<file path="config.mk">
export PLATFORM = sky130hd
export DESIGN_NAME = led_pattern_seq
export DESIGN_NICKNAME = d
export VERILOG_FILES = /design/src/rtl/led_pattern_pkg.sv /design/src/rtl/led_btn_debounce.sv /design/src/rtl/led_pattern_seq.sv
export SDC_FILE = /design/constraint.sdc
export NUM_CORES = 1
export LEC_CHECK = 0
export CAP_MARGIN = 5
export CORE_AREA = 8 8 89 91
export CTS_CLUSTER_DIAMETER = 60
export DETAILED_ROUTE_END_ITERATION = 6
export DIE_AREA = 0 0 97 99
export PLACE_DENSITY = 0.82
export SYNTH_ARGS = -nofsm -noshare
export SYNTH_HDL_FRONTEND = slang
export SYNTH_SLANG_ARGS = --single-unit
</file>
<file path="constraint.sdc">
create_clock -name clk -period 2 [get_ports clk]
set_input_delay 0.2 -clock clk [delete_from_list [all_inputs] [get_ports clk]]
set_output_delay 0.2 -clock clk [all_outputs]
set_load 0.1 [all_outputs]
</file>
<file path="src/rtl/led_pattern_pkg.sv">
// Shared types and constants for the LED pattern sequencer: the display mode
// enum, the number of modes and the PWM counter width.
package led_pattern_pkg;

    typedef enum logic [1:0] {
        BLINK  = 2'd0,
        CHASE  = 2'd1,
        BOUNCE = 2'd2,
        COUNT  = 2'd3
    } mode_t;

    localparam int MODE_COUNT = 4;
    localparam int PWM_W      = 4;

    // One button press moves to the following mode; the last mode wraps to the first.
    function automatic mode_t next_mode(input mode_t m);
        if (m == mode_t'(2'(MODE_COUNT - 1)))
            return BLINK;
        return mode_t'(m + 2'd1);
    endfunction

endpackage

</file>
<file path="src/rtl/led_btn_debounce.sv">
// Button conditioning: 2-FF synchroniser, level debouncer and press-edge detector.
// The debounced level (1 = released) doubles as the observable debouncer state.
module led_btn_debounce #(
    parameter int DEB_CYC = 100_000
) (
    input  logic clk,
    input  logic rst,
    input  logic btn,
    output logic level,
    output logic press
);

    localparam int CNT_W = (DEB_CYC > 1) ? $clog2(DEB_CYC) : 1;
    localparam logic [CNT_W-1:0] CNT_MAX = CNT_W'(DEB_CYC - 1);

    if (DEB_CYC < 1) begin : g_chk_deb_cyc
        $error("led_btn_debounce: DEB_CYC must be at least 1");
    end

    logic             sync1;
    logic             sync2;
    logic [CNT_W-1:0] cnt;

    // cnt counts consecutive samples that disagree with the accepted level;
    // the level flips on the DEB_CYC-th such sample.
    always_ff @(posedge clk or negedge rst) begin
        if (!rst) begin
            sync1 <= 1'b1;
            sync2 <= 1'b1;
            cnt   <= '0;
            level <= 1'b1;
            press <= 1'b0;
        end else begin
            sync1 <= btn;
            sync2 <= sync1;
            press <= 1'b0;
            if (sync2 == level) begin
                cnt <= '0;
            end else if (cnt == CNT_MAX) begin
                cnt   <= '0;
                level <= sync2;
                press <= level & ~sync2;
            end else begin
                cnt <= cnt + 1'b1;
            end
        end
    end

endmodule

</file>
<file path="src/rtl/led_pattern_seq.sv">
// LED pattern sequencer: a debounced button cycles BLINK/CHASE/BOUNCE/COUNT,
// each pattern stepping once per prescaler tick. Active-low registered LED drive.
// Optional brightness PWM is compiled in with LED_PATTERN_SEQ_PWM_EN.
module led_pattern_seq
    import led_pattern_pkg::*;
#(
    parameter int LED_W    = 8,
    parameter int TICK_DIV = 2_500_000,
    parameter int DEB_CYC  = 100_000,
    parameter int PWM_DUTY = 8
) (
    input  logic             clk,
    input  logic             rst,
    input  logic             push_button,
    output logic [LED_W-1:0] led
);

    localparam int IDX_W = (LED_W > 1) ? $clog2(LED_W) : 1;
    localparam int PRE_W = $clog2(TICK_DIV);
    localparam logic [IDX_W-1:0] IDX_MAX = IDX_W'(LED_W - 1);
    localparam logic [PRE_W-1:0] PRE_MAX = PRE_W'(TICK_DIV - 1);

    if (LED_W < 1 || LED_W > 32) begin : g_chk_led_w
        $error("led_pattern_seq: LED_W must be in 1..32");
    end
    if (TICK_DIV < 2) begin : g_chk_tick_div
        $error("led_pattern_seq: TICK_DIV must be at least 2");
    end
    if (DEB_CYC < 1) begin : g_chk_deb_cyc
        $error("led_pattern_seq: DEB_CYC must be at least 1");
    end
    if (PWM_DUTY < 0 || PWM_DUTY > 16) begin : g_chk_pwm_duty
        $error("led_pattern_seq: PWM_DUTY must be in 0..16");
    end

    logic             press;
    logic             deb_level_unused;
    mode_t            mode;
    logic [PRE_W-1:0] presc;
    logic [IDX_W-1:0] idx;
    logic             dir_down;
    logic [LED_W-1:0] cnt;
    logic             phase;
    logic             tick;
    logic [LED_W-1:0] lit;
    logic [LED_W-1:0] lit_gated;

    led_btn_debounce #(
        .DEB_CYC (DEB_CYC)
    ) u_debounce (
        .clk   (clk),
        .rst   (rst),
        .btn   (push_button),
        .level (deb_level_unused),
        .press (press)
    );

    assign tick = (presc == PRE_MAX);

    always_comb begin
        lit = '0;
        case (mode)
            BLINK:         lit = phase ? '1 : LED_W'(1);
            CHASE, BOUNCE: lit = LED_W'(1) << idx;
            COUNT:         lit = cnt;
            default:       lit = '0;
        endcase
    end

`ifdef LED_PATTERN_SEQ_PWM_EN
    localparam int PWM_CMP_W = PWM_W + 1;
    localparam logic [PWM_W:0] PWM_LIMIT = PWM_CMP_W'(PWM_DUTY);

    logic [PWM_W-1:0] pwm_cnt;

    always_ff @(posedge clk or negedge rst) begin
        if (!rst)
            pwm_cnt <= '0;
        else
            pwm_cnt <= pwm_cnt + 1'b1;
    end

    assign lit_gated = ({1'b0, pwm_cnt} < PWM_LIMIT) ? lit : '0;
`else
    assign lit_gated = lit;
`endif

    // A press restarts the new mode from its initial state and swallows any
    // tick that lands on the same cycle.
    always_ff @(posedge clk or negedge rst) begin
        if (!rst) begin
            mode     <= BLINK;
            presc    <= '0;
            idx      <= '0;
            dir_down <= 1'b0;
            cnt      <= '0;
            phase    <= 1'b0;
            led      <= '1;
        end else begin
            led <= ~lit_gated;
            if (press) begin
                mode     <= next_mode(mode);
                presc    <= '0;
                idx      <= '0;
                dir_down <= 1'b0;
                cnt      <= '0;
                phase    <= 1'b0;
            end else begin
                presc <= tick ? '0 : presc + 1'b1;
                if (tick) begin
                    case (mode)
                        BLINK: phase <= ~phase;
                        CHASE: idx <= (idx == IDX_MAX) ? '0 : idx + 1'b1;
                        BOUNCE: begin
                            // Reverse on reaching an end so each endpoint shows for one tick.
                            if (LED_W > 1) begin
                                if (!dir_down) begin
                                    if (idx == IDX_MAX) begin
                                        dir_down <= 1'b1;
                                        idx      <= idx - 1'b1;
                                    end else begin
                                        idx <= idx + 1'b1;
                                    end
                                end else begin
                                    if (idx == '0) begin
                                        dir_down <= 1'b0;
                                        idx      <= idx + 1'b1;
                                    end else begin
                                        idx <= idx - 1'b1;
                                    end
                                end
                            end
                        end
                        COUNT:   cnt <= cnt + 1'b1;
                        default: ;
                    endcase
                end
            end
        end
    end

endmodule

</file>
# Yosys cells after proc, flatten, opt, wreduce, memory -nomap -nowiden
# Cells that the tools add are included.
# word_totals
ff_bits	66
latchBits	0
mem_bits_rw	0
rom_bits	0
input_bits	3
out_inout_bits	8
wordCells	75
memories	0
# classes
n_addsub	6
mul	0
div_mod_pow	0
n_lt_le_gt_ge	0
n_eq_ne	7
shifts	1
n_mux	31
n_bitwise	5
reduce_logical	13
# op_table
op	count
$mux 22	2
$mux 17	2
$mux 8	4
$pmux 8 s3	1
$add 22x1->22 const B	1
$eq 22x22->1 const B	1
$mux 3	6
$add 17x1->17 const B	1
$eq 17x17->1 const B	1
$mux 1	13
$reduce_and 2->1	5
$add 8x1->8 const B	1
$not 8->8	1
$reduce_bool 2->1	4
$shl 1x3->8 const A	1
$pmux 3 s2	1
$eq 2x2->1 const B	2
$mux 2	2
$add 3x1->3 const B	1
$eq 3x3->1 const B	1
$logic_not 3->1	1
$not 1->1	3
$reduce_bool 3->1	1
$sub 3x1->3 const B	1
6 further kinds	6

# Logic depth before layout (Yosys ltp)
# Gate-level depths: netlist (run 1).
# depth
depth_word	6
ltp_mapped	7
mapped_depth_nobuf	6

# By module
# Synthesis (run 1) repeated with hierarchy kept, for this count alone.
# hier_totals
hier_cells	337
area_unflattened_um2	3439.5
# modules_own_cells
module	instances	cells_per_inst	area_each_um2	seq_area_each_um2
led_pattern_seq	1	242	2408.6	1136.1
led_btn_debounce	1	95	1031.0	529.3

# Least setup slack after synthesis (run 1)
# Ideal clock, no wire load.
# synth_path
path_type	register -> register
start	register u_debounce.cnt[13]
end	register u_debounce.cnt[15]
setup_time_ns	0.125
arrival_ns	1.842
required_ns	1.875
path_slack_ns	0.033
path_stages_with_launch	5
n_path_buf	0
period_less_slack_ns	1.967
cell_sequence	dfrtp_1 or4b_1 or4_4 and3b_1 mux2_2
# synth_via
elab_chain_len	3
elab_cells_between_ends	4
cone_classes	add/sub: 1; eq/ne: 1; mux: 2
# synth_lines
item	line_no	source
start, declared	led_btn_debounce.sv:22	logic [CNT_W-1:0] cnt;
start signal, assigned	led_btn_debounce.sv:44	cnt <= cnt + 1'b1;
$add 17x1->17 or $eq 17x17->1 (tied branches)	led_btn_debounce.sv:44, led_btn_debounce.sv:39	
$mux 17 (*)	led_btn_debounce.sv:39	end else if (cnt == CNT_MAX) begin
$mux 17 (*)	led_btn_debounce.sv:37	if (sync2 == level) begin
# Every way passes the cells marked *; elsewhere a longest branch is shown, timed or not.
# A chain may end at the register's enable or synchronous reset.

# Worst setup path after layout (run 1)
# layout_path
start	register u_debounce.cnt[8]
end	register u_debounce.cnt[15]
# The elaborated chain is that of the path after synthesis.

==> summary.md, run 1 <==
| Metric | Value |
|---|---|
| Fmax | 505 MHz |
| TritonCTS clock tree | built |
| Final Hold Vio Count | 0 |
| Syn-to-layout area delta | 18.3% |
| Clock Skew | 0.0120 ns |
| Crit Path Max Fanout | 3 |
| RD Place Congestion | 0.836 |
| DR WL met3 | 287 um |
| Max layer used | met4 |
| Share of cells above drive strength 1 | 0.198 |
| Wire per inst | 15.1 um |
| Synth warnings | 0 |
| PortBufs | 10 |
| First-pass GRT wire length | 12,100 um |
| Worst-margin pin slew | 0.718 ns |
| CTS clock-pin slew for the worst setup and hold paths | 0.07 ns |
| Initial antenna violation count | 0 |
| Max-cap violations | 0 |
| Layout Cells excl Fill | 480 |
| Clock power share | 0.482 |
| Final setup violation count | 0 |
| Setup ws final | 0.0209 ns |
| Pwr/cell area | 654 nW/um^2 |
| CTS Root Cell | clkbuf_8 |
| Die width | 97 um |
| Static Leak | 1.72 nW |
| Synth area leaders | dfrtp_1 39%, dfstp_2 8.2%, xnor2_1 6.0%, ha_1 5.7%, nor2_1 4.9% |
| Vias | 2,791 |
| Slew Viols, Final | 0 |
| First-pass DRT Iterations | 4 |
| Worst slack at placement | -0.000505 ns |
| Max H-tree Level | 3 |
| Nets | 414 |
| Int Power | 2.17 mW |
| Placed Cells | 456 |
| # clock sinks | 66 |
| Period minus WS final | 1.98 ns |
| R2R setup slack | 0.02 ns |
| Layout Utilization | 0.632 |
| Unrepaired setup endpoints after global routing | true |
| Die Y | 99 um |
| Metal-1 WL | 3200 um |
| Status | finished clean |
| R2r startpoint | u_debounce.cnt[8] |
| Clock insertion delay at the later pin of the skew report | 0.34 ns |
| Relative slew slack | 0.521 |
| Bufs on Longest Clock Path | 2 |
| Vias in the first global route | 2,719 |
| Number of synthesized flops with an enable pin | 0 |
| Area of the multi-input gates | 1760 um^2 |
| # diodes | 0 |
| Core ar. | 6570 um^2 |
| Metal2 WL | 3640 um |
| Gr ovfl total | 0 |
| Drt drc | 0 |
| TNS Setup | 0 ns |
| Die area | 9600 um^2 |
| CP Capture Type | flip-flop |
| Worst vdd ir | 583 uV |
| Worst EP arrival | 2.21 ns |
| Post-Syn Area per Cell | 9.86 um^2 |
| Synth Instances | 356 |
| Top FF cell, synth | dfrtp_1 |
| Psw | 0.549 mW |
| Worst reg2reg path depth | 4 |
| Share of the synthesized area in the top cell type | 0.392 |
| Syn Nets | 375 |
| Hold Path Class | primary input to flip-flop |
| Largest net degree at the start of global routing | 25 |
| GRT Total Usage | 0.151 |
| Sequential area share after synthesis | 0.474 |
| Crit share post-route | 0.990 |
| Synth area leader | dfrtp_1 |
| Avg Vias per Cell | 5.81 |
| Logic pwr share | 0.022 |
| Number of CTS-inserted buffers | 9 |
| Hpwl dp | 5000 um |
| Post-route ant nets | 0 |
| Sequential power share | 0.497 |
| Crit path kind | flip-flop to flip-flop |
| # rows | 30 |
| Distinct cells, synth | 44 |
| Critical path startpoint category | flip-flop |
| Critical Path RT | 2.23 ns |
| Starting Density | 0.534 |
| Synth Register Bits | 66 |
| Ports | 11 |
| Synthesized area | 3510 um^2 |
| Wirelength, routed | 7260 um |
| WHS Endpoint | u_debounce.sync1 |
| Net Sw Frac | 0.202 |
| Sequential Area | 1670 um^2 |
| Async S/R FF share, synth | 1.00 |
| FF-to-FF End | u_debounce.cnt[15] |
| Initial DRC count | 161 |
| Hold_sp | push_button |
| Hold Crit Depth | 1 |
| FILL cells | 496 |
| Min Hold Slack | 0.267 ns |
[stage by stage]
step           cell area (um^2)  power [mW]
3_5_place_dp               3830        1.43
2_1_floorplan              3510        1.39
5_1_grt                    4150        2.80
3_3_place_gp               3830        1.43
6_report                   4150        2.72
4_1_cts                    4080        2.74
[flip-flops by register name, summed over array words and instances (netlist names), 2 cells and up]
signal,cells
presc,22
u_debounce.cnt,17
cnt,8
led,8
idx,3
mode,2
[power by group through the flow]
stage	clock, mW	combinational (mW)	sequential (mW)
floorplan	0	0.0158	1.37
CTS	1.33	0.0614	1.35
finish	1.31	0.0592	1.35
global route	1.38	0.0692	1.35
detailed placement	0	0.0603	1.37
global placement	0	0.0583	1.37
[cell usage after synthesis (10+ instances only)]
master	number
nor4_1	12
xnor2_1	24
nand3_1	20
dfrtp_1	55
inv_1	15
o21ai_0	12
nand4_1	17
o31ai_1	10
ha_1	16
nor2_1	46
dfstp_2	11
a21oi_1	18
nand2_1	19
[routing by layer]
layer,GRT usage,up-vias
li1,-,1360
met1,0.176,1362
met2,0.251,55
met3,0.0413,14
met4,0.0734,0
met5,0,-
[cells by family after synthesis]
kind of cell             Yosys count  share of synthesized area
AO/OA/AOI/OAI                     50                     0.0916
adder cells (fa/ha/maj)           16                     0.0570
flip-flops                        66                      0.474
XOR/XNOR                          30                     0.0748
AND/OR/NAND/NOR                  162                      0.258
buffers and inverters             28                     0.0321
multiplexers                       4                     0.0118
[repair_timing]
| item | CTS | global route |
|---|---|---|
| pin swaps | 0 | 2 |
| endpoints found under the hold margin | 20 | 0 |
| hold buffers | 1 | 0 |
| resized for setup | 1 | 7 |
| setup endpoints to repair | 1 | 10 |
| setup buffers | 0 | 7 |
[layout by cell type, fill, tap and decap left out, types with 4 or more instances in the layout]
master,instances
ha_1,15
a21oi_1,18
clkbuf_8,12
nand2_1,19
nor3_1,9
nand3_1,20
buf_4,36
inv_1,15
xnor2_1,24
xor2_1,6
or4_1,9
a221o_1,5
o21ai_0,11
nor4_1,12
dfstp_2,11
o31ai_1,10
nor2_1,46
nand4_1,17
dfrtp_1,55
and4_1,4
[how the worst max path moves through the flow]
stage,from,endpoint,slack [ns],cells past startpoint
CTS,idx[0],idx[1],0.003,6
floorplan,u_debounce.cnt[13],u_debounce.cnt[15],0.03,4
global placement,u_debounce.cnt[13],u_debounce.cnt[15],0.02,4
detailed placement,u_debounce.cnt[13],u_debounce.cnt[15],-0.0005,4
global route,presc[0],idx[0],-0.04,6
finish,u_debounce.cnt[8],u_debounce.cnt[15],0.02,4
[layout make-up]
| class | instances | share of cell area |
|---|---|---|
| Clock buffer | 12 | 0.0398 |
| Clock inverter | 4 | 0.0175 |
| Inverter | 15 | 0.0136 |
| Timing Repair Buffer | 41 | 0.0807 |
| Sequential cell | 66 | 0.401 |
| Tap cell | 80 | 0.0241 |
| Multi-Input combinational cell | 262 | 0.423 |
[worst max-delay path, cell delays in order, from the launching register on]
cell,delay (ns)
dfrtp_1,0.40
or4bb_1,0.50
or4_4,0.53
and3b_1,0.19
mux2_4,0.25
(Power assumes the default switching activity.)
==> run 2: changes to the inputs <==
- CORE_AREA: 8 8 89 91 -> 8 8 113 73
- CTS_CLUSTER_DIAMETER: 60 -> 120
- DIE_AREA: 0 0 97 99 -> 0 0 121 81
- GPL_TIMING_DRIVEN: unset -> 1
==> run 2 against run 1 <==
Worst hold slack worse by 0.022 ns. Sequential power is essentially flat. Clock skew up 0.0046 ns. Clock-buffer cell count down 3. Clock power decreased by 5%. Total power fell by 2.4%. Routed wire length rose by 6.8%. Cell count increased by 1.5%. Highest routed layer unchanged.
==> summary.md, run 2 (synthesized netlist as in run 1, its figures left out) <==
| Metric | Value |
|---|---|
| Relative slew slack | 0.626 (+0.104) |
| Biggest regs | presc (22), u_debounce.cnt (17) |
| Die width | 121 um (+25%) |
| Layout Utilization | 0.631 (-0.00147) |
| WHS Endpoint | u_debounce.sync1 |
| Top reg by flops | presc |
| Buf/Inv on CP | 0 (unchanged) |
| Final setup violation count | 0 (unchanged) |
| Period minus WS final | 1.98 ns (+0.00505 ns) |
| CP delay by family, top | simple AND/OR/NAND/NOR gates |
| Clock Skew | 0.0166 ns (+0.00456 ns) |
| Syn-to-layout area delta | 17.4% |
| Worst reg2reg path depth | 4 (unchanged) |
| GRT Total Usage | 0.169 (+0.0177) |
| Worst vdd ir | 384 uV (-34%) |
| R2R setup slack | 0.02 ns (about the same) |
| Commonest non-fill, non-tap cell in the layout | dfrtp_1 |
| Number of CTS-inserted buffers | 9 (unchanged) |
| Hold_sp | push_button |
| Vias | 2,850 (+2.1%) |
| Clock insertion delay at the later pin of the skew report | 0.36 ns (+0.02 ns) |
| Drt drc | 0 (unchanged) |
| Critical Path RT | 2.25 ns (+0.02 ns) |
| Final Hold Vio Count | 0 (unchanged) |
| Hpwl dp | 5410 um (+8.2%) |
| FILL cells | 514 (+3.6%) |
| Wire per inst | 15.9 um (+5.3%) |
| Status | finished clean |
| Crit Path Max Fanout | 3 (unchanged) |
| Fmax | 504 MHz (-0.25%) |
| Max-cap violations | 0 (unchanged) |
| CTS clock-pin slew for the worst setup and hold paths | 0.08 ns (about the same) |
| Core ar. | 6530 um^2 (-0.55%) |
| Initial DRC count | 247 (+53%) |
| Critical path startpoint category | flip-flop |
| Max H-tree Level | 3 (unchanged) |
| Largest net degree at the start of global routing | 45 (+80%) |
| Hold Path Class | primary input to flip-flop |
| # clock sinks | 66 (unchanged) |
| Crit path cell chain | or4b_4 > or4_4 > and3b_1 > mux2_2 |
| Worst EP arrival | 2.23 ns (+0.02 ns) |
| Share of cells above drive strength 1 | 0.190 (-0.00750) |
| Pwr/cell area | 643 nW/um^2 (-1.6%) |
| Post-route ant nets | 0 (unchanged) |
| # diodes | 0 (unchanged) |
| Nets | 414 (unchanged) |
| Starting Density | 0.537 (+0.00297) |
| R2r startpoint | u_debounce.cnt[13] |
| CP Capture Type | flip-flop |
| Gr ovfl total | 0 (unchanged) |
| DP Area | 3850 um^2 (+0.49%) |
| FF-to-FF End | u_debounce.cnt[15] |
| Slowest CP cell | or4b_4 |
| CTS Root Cell | clkbuf_8 |
| Ports | 11 (unchanged) |
| Static Leak | 1.70 nW (-1.1%) |
| Bufs on Longest Clock Path | 2 (unchanged) |
| Crit share post-route | 0.992 (+0.00252) |
| Final Instance Area | 4120 um^2 (-0.78%) |
| Max FFs per register | 22 (unchanged) |
| First-pass GRT wire length | 13,000 um (+7.2%) |
| Slew Viols, Final | 0 (unchanged) |
| TritonCTS clock tree | built |
| Vias in the first global route | 2,648 (-2.6%) |
| Crit path kind | flip-flop to flip-flop |
| CP peak stage delay | 0.54 ns (about the same) |
| Most frequent cells in the layout | 55 x dfrtp_1, 46 x nor2_1, 37 x buf_4 |
| PortBufs | 10 (unchanged) |
| Die area | 9800 um^2 (+2.1%) |
| Hold Crit Depth | 1 (unchanged) |
| Unrepaired setup endpoints after global routing | true |
| Avg Vias per Cell | 5.85 (+0.65%) |
| RD Place Congestion | 0.850 (+1.7%) |
| # rows | 23 (-23%) |
| TNS Setup | 0 ns (unchanged) |
| Die Y | 81 um (-18%) |
| First-pass DRT Iterations | 5 (+1) |
| Worst-margin pin slew | 0.562 ns (-0.157 ns) |
| Initial antenna violation count | 0 (unchanged) |
| Wirelength, routed | 7750 um (+6.8%) |
==> run 2: cell types whose count changed in the layout (fill, tap and decap cells not counted), sizes merged <==
cell,delta
clkbuf,-3
clkinv,+2
clkinvlp,+1
==> run 2: per-stage QoR <==
stage | power, mW | setup WS [ns] | hold WS, ns | cells
after global placement | 1.43 | 0.0129 | 0.209 | 466
final | 2.65 | 0.0158 | 0.246 | 487
after global routing | 2.73 | -0.0453 | 0.249 | 487
after detailed placement | 1.43 | -0.144 | 0.225 | 466
after CTS | 2.67 | 0.0137 | 0.242 | 483
after floorplan | 1.39 | 0.0332 | -0.0956 | 356
==> run 2: worst max path at each step <==
stage / startpoint / end / slack [ns] / cells after the start
detailed placement: idx[0] / idx[1] / -0.14 / 6
CTS: idx[0] / idx[1] / 0.01 / 6
finish: u_debounce.cnt[13] / u_debounce.cnt[15] / 0.02 / 4
global placement: u_debounce.cnt[13] / u_debounce.cnt[15] / 0.01 / 4
floorplan: u_debounce.cnt[13] / u_debounce.cnt[15] / 0.03 / 4
global route: presc[15] / cnt[7] / -0.05 / 5
==> run 2: worst register-to-register path: cells and delay by family, from the launching register on <==
kind | cells | cell delay, ns
simple gates | 3 | 1.26
flops | 1 | 0.38
mux | 1 | 0.25
==> run 2: power breakdown <==
group | internal (mW) | total, mW | switching, mW
clock | 0.698 | 1.25 | 0.548
sequential | 1.34 | 1.35 | 0.00496
combinational | 0.0166 | 0.0548 | 0.0381
==> run 2: what timing repair did <==
item                                   4_1_cts  5_1_grt
setup endpoints to repair                    3       11
resized for setup                            2        2
buffers inserted                             0        4
endpoints found under the hold margin       14        0
hold buffers                                 1        0
==> run 2: final cells by class <==
class | instances | area (um^2) | area share
Clock buffer | 9 | 124 | 0.0301
Clock inverter | 7 | 93.8 | 0.0228
Inverter | 15 | 56.3 | 0.0137
Multi-Input combinational cell | 262 | 1750 | 0.425
Sequential cell | 66 | 1670 | 0.404
Tap cell | 87 | 109 | 0.0264
Timing Repair Buffer | 41 | 323 | 0.0783
==> run 2: routing by layer <==
metal,up-vias,wire length (um),global-route usage
met2,93,3280,0.236
met5,-,0,0
met1,1372,3800,0.242
li1,1368,-,-
met3,17,542,0.0519
met4,0,124,0.0582
==> run 3: changes to the inputs <==
- GPL_TIMING_DRIVEN: 1 -> 0
==> run 3 against run 2 <==
The flow now finishes with violations (setup timing). First-iteration DRC count up 45%. Non-clock buffer count up 1. Sequential power about the same. Clock power is 4% higher. Clock skew decreased by 0.0046 ns. Worst setup slack lost 0.024 ns. Combinational power shrank 6.6%. Via count rose by 2.9%. Design area is 2.6% higher. Routed wire length grew 7.3%. Critical endpoint is now cnt[6].
==> summary.md, run 3 (synthesized netlist as in run 1, its figures left out) <==
| Metric | Value |
|---|---|
| # clock sinks | 66 (unchanged) |
| Number of CTS-inserted buffers | 9 (unchanged) |
| Clock power share | 0.481 (+0.010) |
| # rows | 23 (unchanged) |
| Placed Cells | 453 (-2.8%) |
| Buf/Inv on CP | 2 (+2) |
| CTS Root Cell | clkbuf_8 |
| Core ar. | 6530 um^2 (unchanged) |
| Gr ovfl total | 0 (unchanged) |
| Final setup violation count | 2 (+2) |
| Pwr/cell area | 638 nW/um^2 (-0.82%) |
| Unrepaired setup endpoints after global routing | true |
| Worst EP arrival | 2.28 ns (+0.05 ns) |
| Crit share post-route | 1.00 (+0.0120) |
| Setup ws final | -0.00807 ns (-0.0239 ns) |
| TNS Setup | -0.00821 ns (-0.00821 ns) |
| Bufs on Longest Clock Path | 2 (unchanged) |
| Crit Path Max Fanout | 8 (+5) |
| R2R setup slack | -0.008 ns (-0.02 ns) |
| Wirelength, routed | 8320 um (+7.3%) |
| Slew Viols, Final | 0 (unchanged) |
| Ports | 11 (unchanged) |
| First-pass DRT Iterations | 6 (+1) |
| Layout Cells excl Fill | 488 (+0.21%) |
| Crit path cell chain | buf_6 > nor4b_4 > nand2_2 > buf_4 > or4_1 > a21oi_1 |
| Starting Density | 0.537 (unchanged) |
| Slowest CP cell | or4_1 |
| Die width | 121 um (unchanged) |
| Initial DRC count | 359 (+45%) |
| Critical Path RT | 2.27 ns (+0.02 ns) |
| Drt drc | 0 (unchanged) |
| Vias in the first global route | 2,644 (-0.15%) |
| CTS clock-pin slew for the worst setup and hold paths | 0.07 ns (about the same) |
| Logic pwr share | 0.019 (-0.002) |
| Total Power | 2.70 mW (+1.8%) |
| Largest net degree at the start of global routing | 67 (+49%) |
| Avg Vias per Cell | 6.01 (+2.7%) |
| CP Capture Type | flip-flop |
| Failing checks | setup timing |
| Syn-to-layout area delta | 20.5% |
| TritonCTS clock tree | built |
| CP delay by family, top | simple AND/OR/NAND/NOR gates |
| Worst slack at placement | -0.318 ns (-0.174 ns) |
| Vias | 2,934 (+2.9%) |
| Hold Crit Depth | 1 (unchanged) |
| Fmax | 498 MHz (-1.2%) |
| R2r startpoint | presc[16] |
| Top reg by flops | presc |
| FF-to-FF End | cnt[6] |
| Net Sw Frac | 0.198 (-0.0251) |
| Crit path kind | flip-flop to flip-flop |
| Critical path startpoint category | flip-flop |
| # diodes | 0 (unchanged) |
| WHS Endpoint | u_debounce.sync1 |
| First-pass GRT wire length | 13,100 um (+0.85%) |
| Status | complete, but fails checks |
| Wire per inst | 17.0 um (+7.1%) |
| Period minus WS final | 2.01 ns (+0.0239 ns) |
| Nets | 415 (+0.24%) |
| Int Power | 2.16 mW (+5.1%) |
| Max FFs per register | 22 (unchanged) |
| Sequential power share | 0.500 (-0.009) |
| Relative slew slack | 0.361 (-0.264) |
| Max-cap violations | 0 (unchanged) |
| Static Leak | 1.74 nW (+2.1%) |
| Commonest non-fill, non-tap cell in the layout | dfrtp_1 |
| Initial antenna violation count | 0 (unchanged) |
| Area of the multi-input gates | 1840 um^2 (+5.1%) |
| RD Place Congestion | 0.878 (+3.4%) |
| Biggest regs | presc (22), u_debounce.cnt (17) |
| Psw | 0.534 mW (-9.7%) |
| CP peak stage delay | 0.50 ns (-0.04 ns) |
| Sequential Area | 1670 um^2 (+0.23%) |
| Worst vdd ir | 430 uV (+12%) |
| PortBufs | 10 (unchanged) |
| Hold Path Class | primary input to flip-flop |
| Worst reg2reg path depth | 6 (+2) |
| GRT Total Usage | 0.172 (+0.00288) |
| Die Y | 81 um (unchanged) |
| Worst-margin pin slew | 0.962 ns (+0.400 ns) |
| Hold_sp | push_button |
| Post-route ant nets | 0 (unchanged) |
| Most frequent cells in the layout | 52 x dfrtp_1, 46 x nor2_1, 24 x xnor2_1 |
| Share of cells above drive strength 1 | 0.195 (+0.00451) |
| Hpwl dp | 5120 um (-5.3%) |
| Final Hold Vio Count | 0 (unchanged) |
| Die area | 9800 um^2 (unchanged) |
| Clock insertion delay at the later pin of the skew report | 0.35 ns (about the same) |
| Max H-tree Level | 3 (unchanged) |
| Clock Skew | 0.0120 ns (-0.00461 ns) |
| FILL cells | 494 (-3.9%) |
## run 3: cell types whose count changed in the layout (fill, tap and decap cells not counted), moves of 3 or more
| cell | previous run | this run |
|---|---|---|
| dfrtp_2 | 0 | 3 |
| clkbuf_8 | 9 | 12 |
| clkbuf_1 | 0 | 7 |
| dlygate4sd2_1 | 0 | 8 |
| buf_4 | 37 | 16 |
| dfrtp_1 | 55 | 52 |
| buf_6 | 0 | 6 |
## run 3: worst max-delay path by stage
stage	cells after the start	start	to	slack [ns]
after global routing	6	presc[16]	cnt[6]	-0.12
final	6	presc[16]	cnt[6]	-0.008
after detailed placement	6	presc[16]	presc[12]	-0.32
after global placement	1	rst	u_debounce.cnt[4]	-1.39
after CTS	4	u_debounce.cnt[11]	u_debounce.cnt[15]	-0.004
after floorplan	4	u_debounce.cnt[13]	u_debounce.cnt[15]	0.03
## run 3: metal layers
layer	wire, um	vias up	GRT usage
met3	616	25	0.0567
li1	-	1362	-
met4	144	0	0.0669
met1	3780	1426	0.224
met2	3770	121	0.261
met5	0	-	0
## run 3: layout make-up
class | count | share of cell area
clock buffers | 14 | 0.0408
inverters | 15 | 0.0133
clock inverters | 2 | 0.0142
plain buffers | 13 | 0.0204
multi-input cells | 262 | 0.435
repair buffers | 29 | 0.0562
well taps | 87 | 0.0257
flip-flops and latches | 66 | 0.395
## run 3: repair_timing
action,in CTS,in global routing
setup buffers,9,8
gates cloned,0,1
endpoints found under the setup margin,50,15
hold endpoints to repair,55,0
pin swaps,7,6
hold buffers,1,0
gates resized for setup,25,27
## run 3: power groups by stage
stage / Combinational, mW / Sequential, mW / Clock [mW]
after global placement: 0.0493 / 1.37 / 0
after CTS: 0.0538 / 1.35 / 1.34
after global routing: 0.0611 / 1.35 / 1.39
final: 0.0512 / 1.35 / 1.30
after detailed placement: 0.0496 / 1.37 / 0
after floorplan: 0.0158 / 1.37 / 0
## run 3: per-stage QoR
step	cell area, um^2	hold WS, ns	util
floorplan	3510	-0.0956	-
global placement	3720	0.350	0.569
detailed placement	3720	0.346	0.569
CTS	4080	0.240	0.624
global route	4230	0.263	0.647
finish	4230	0.264	0.647
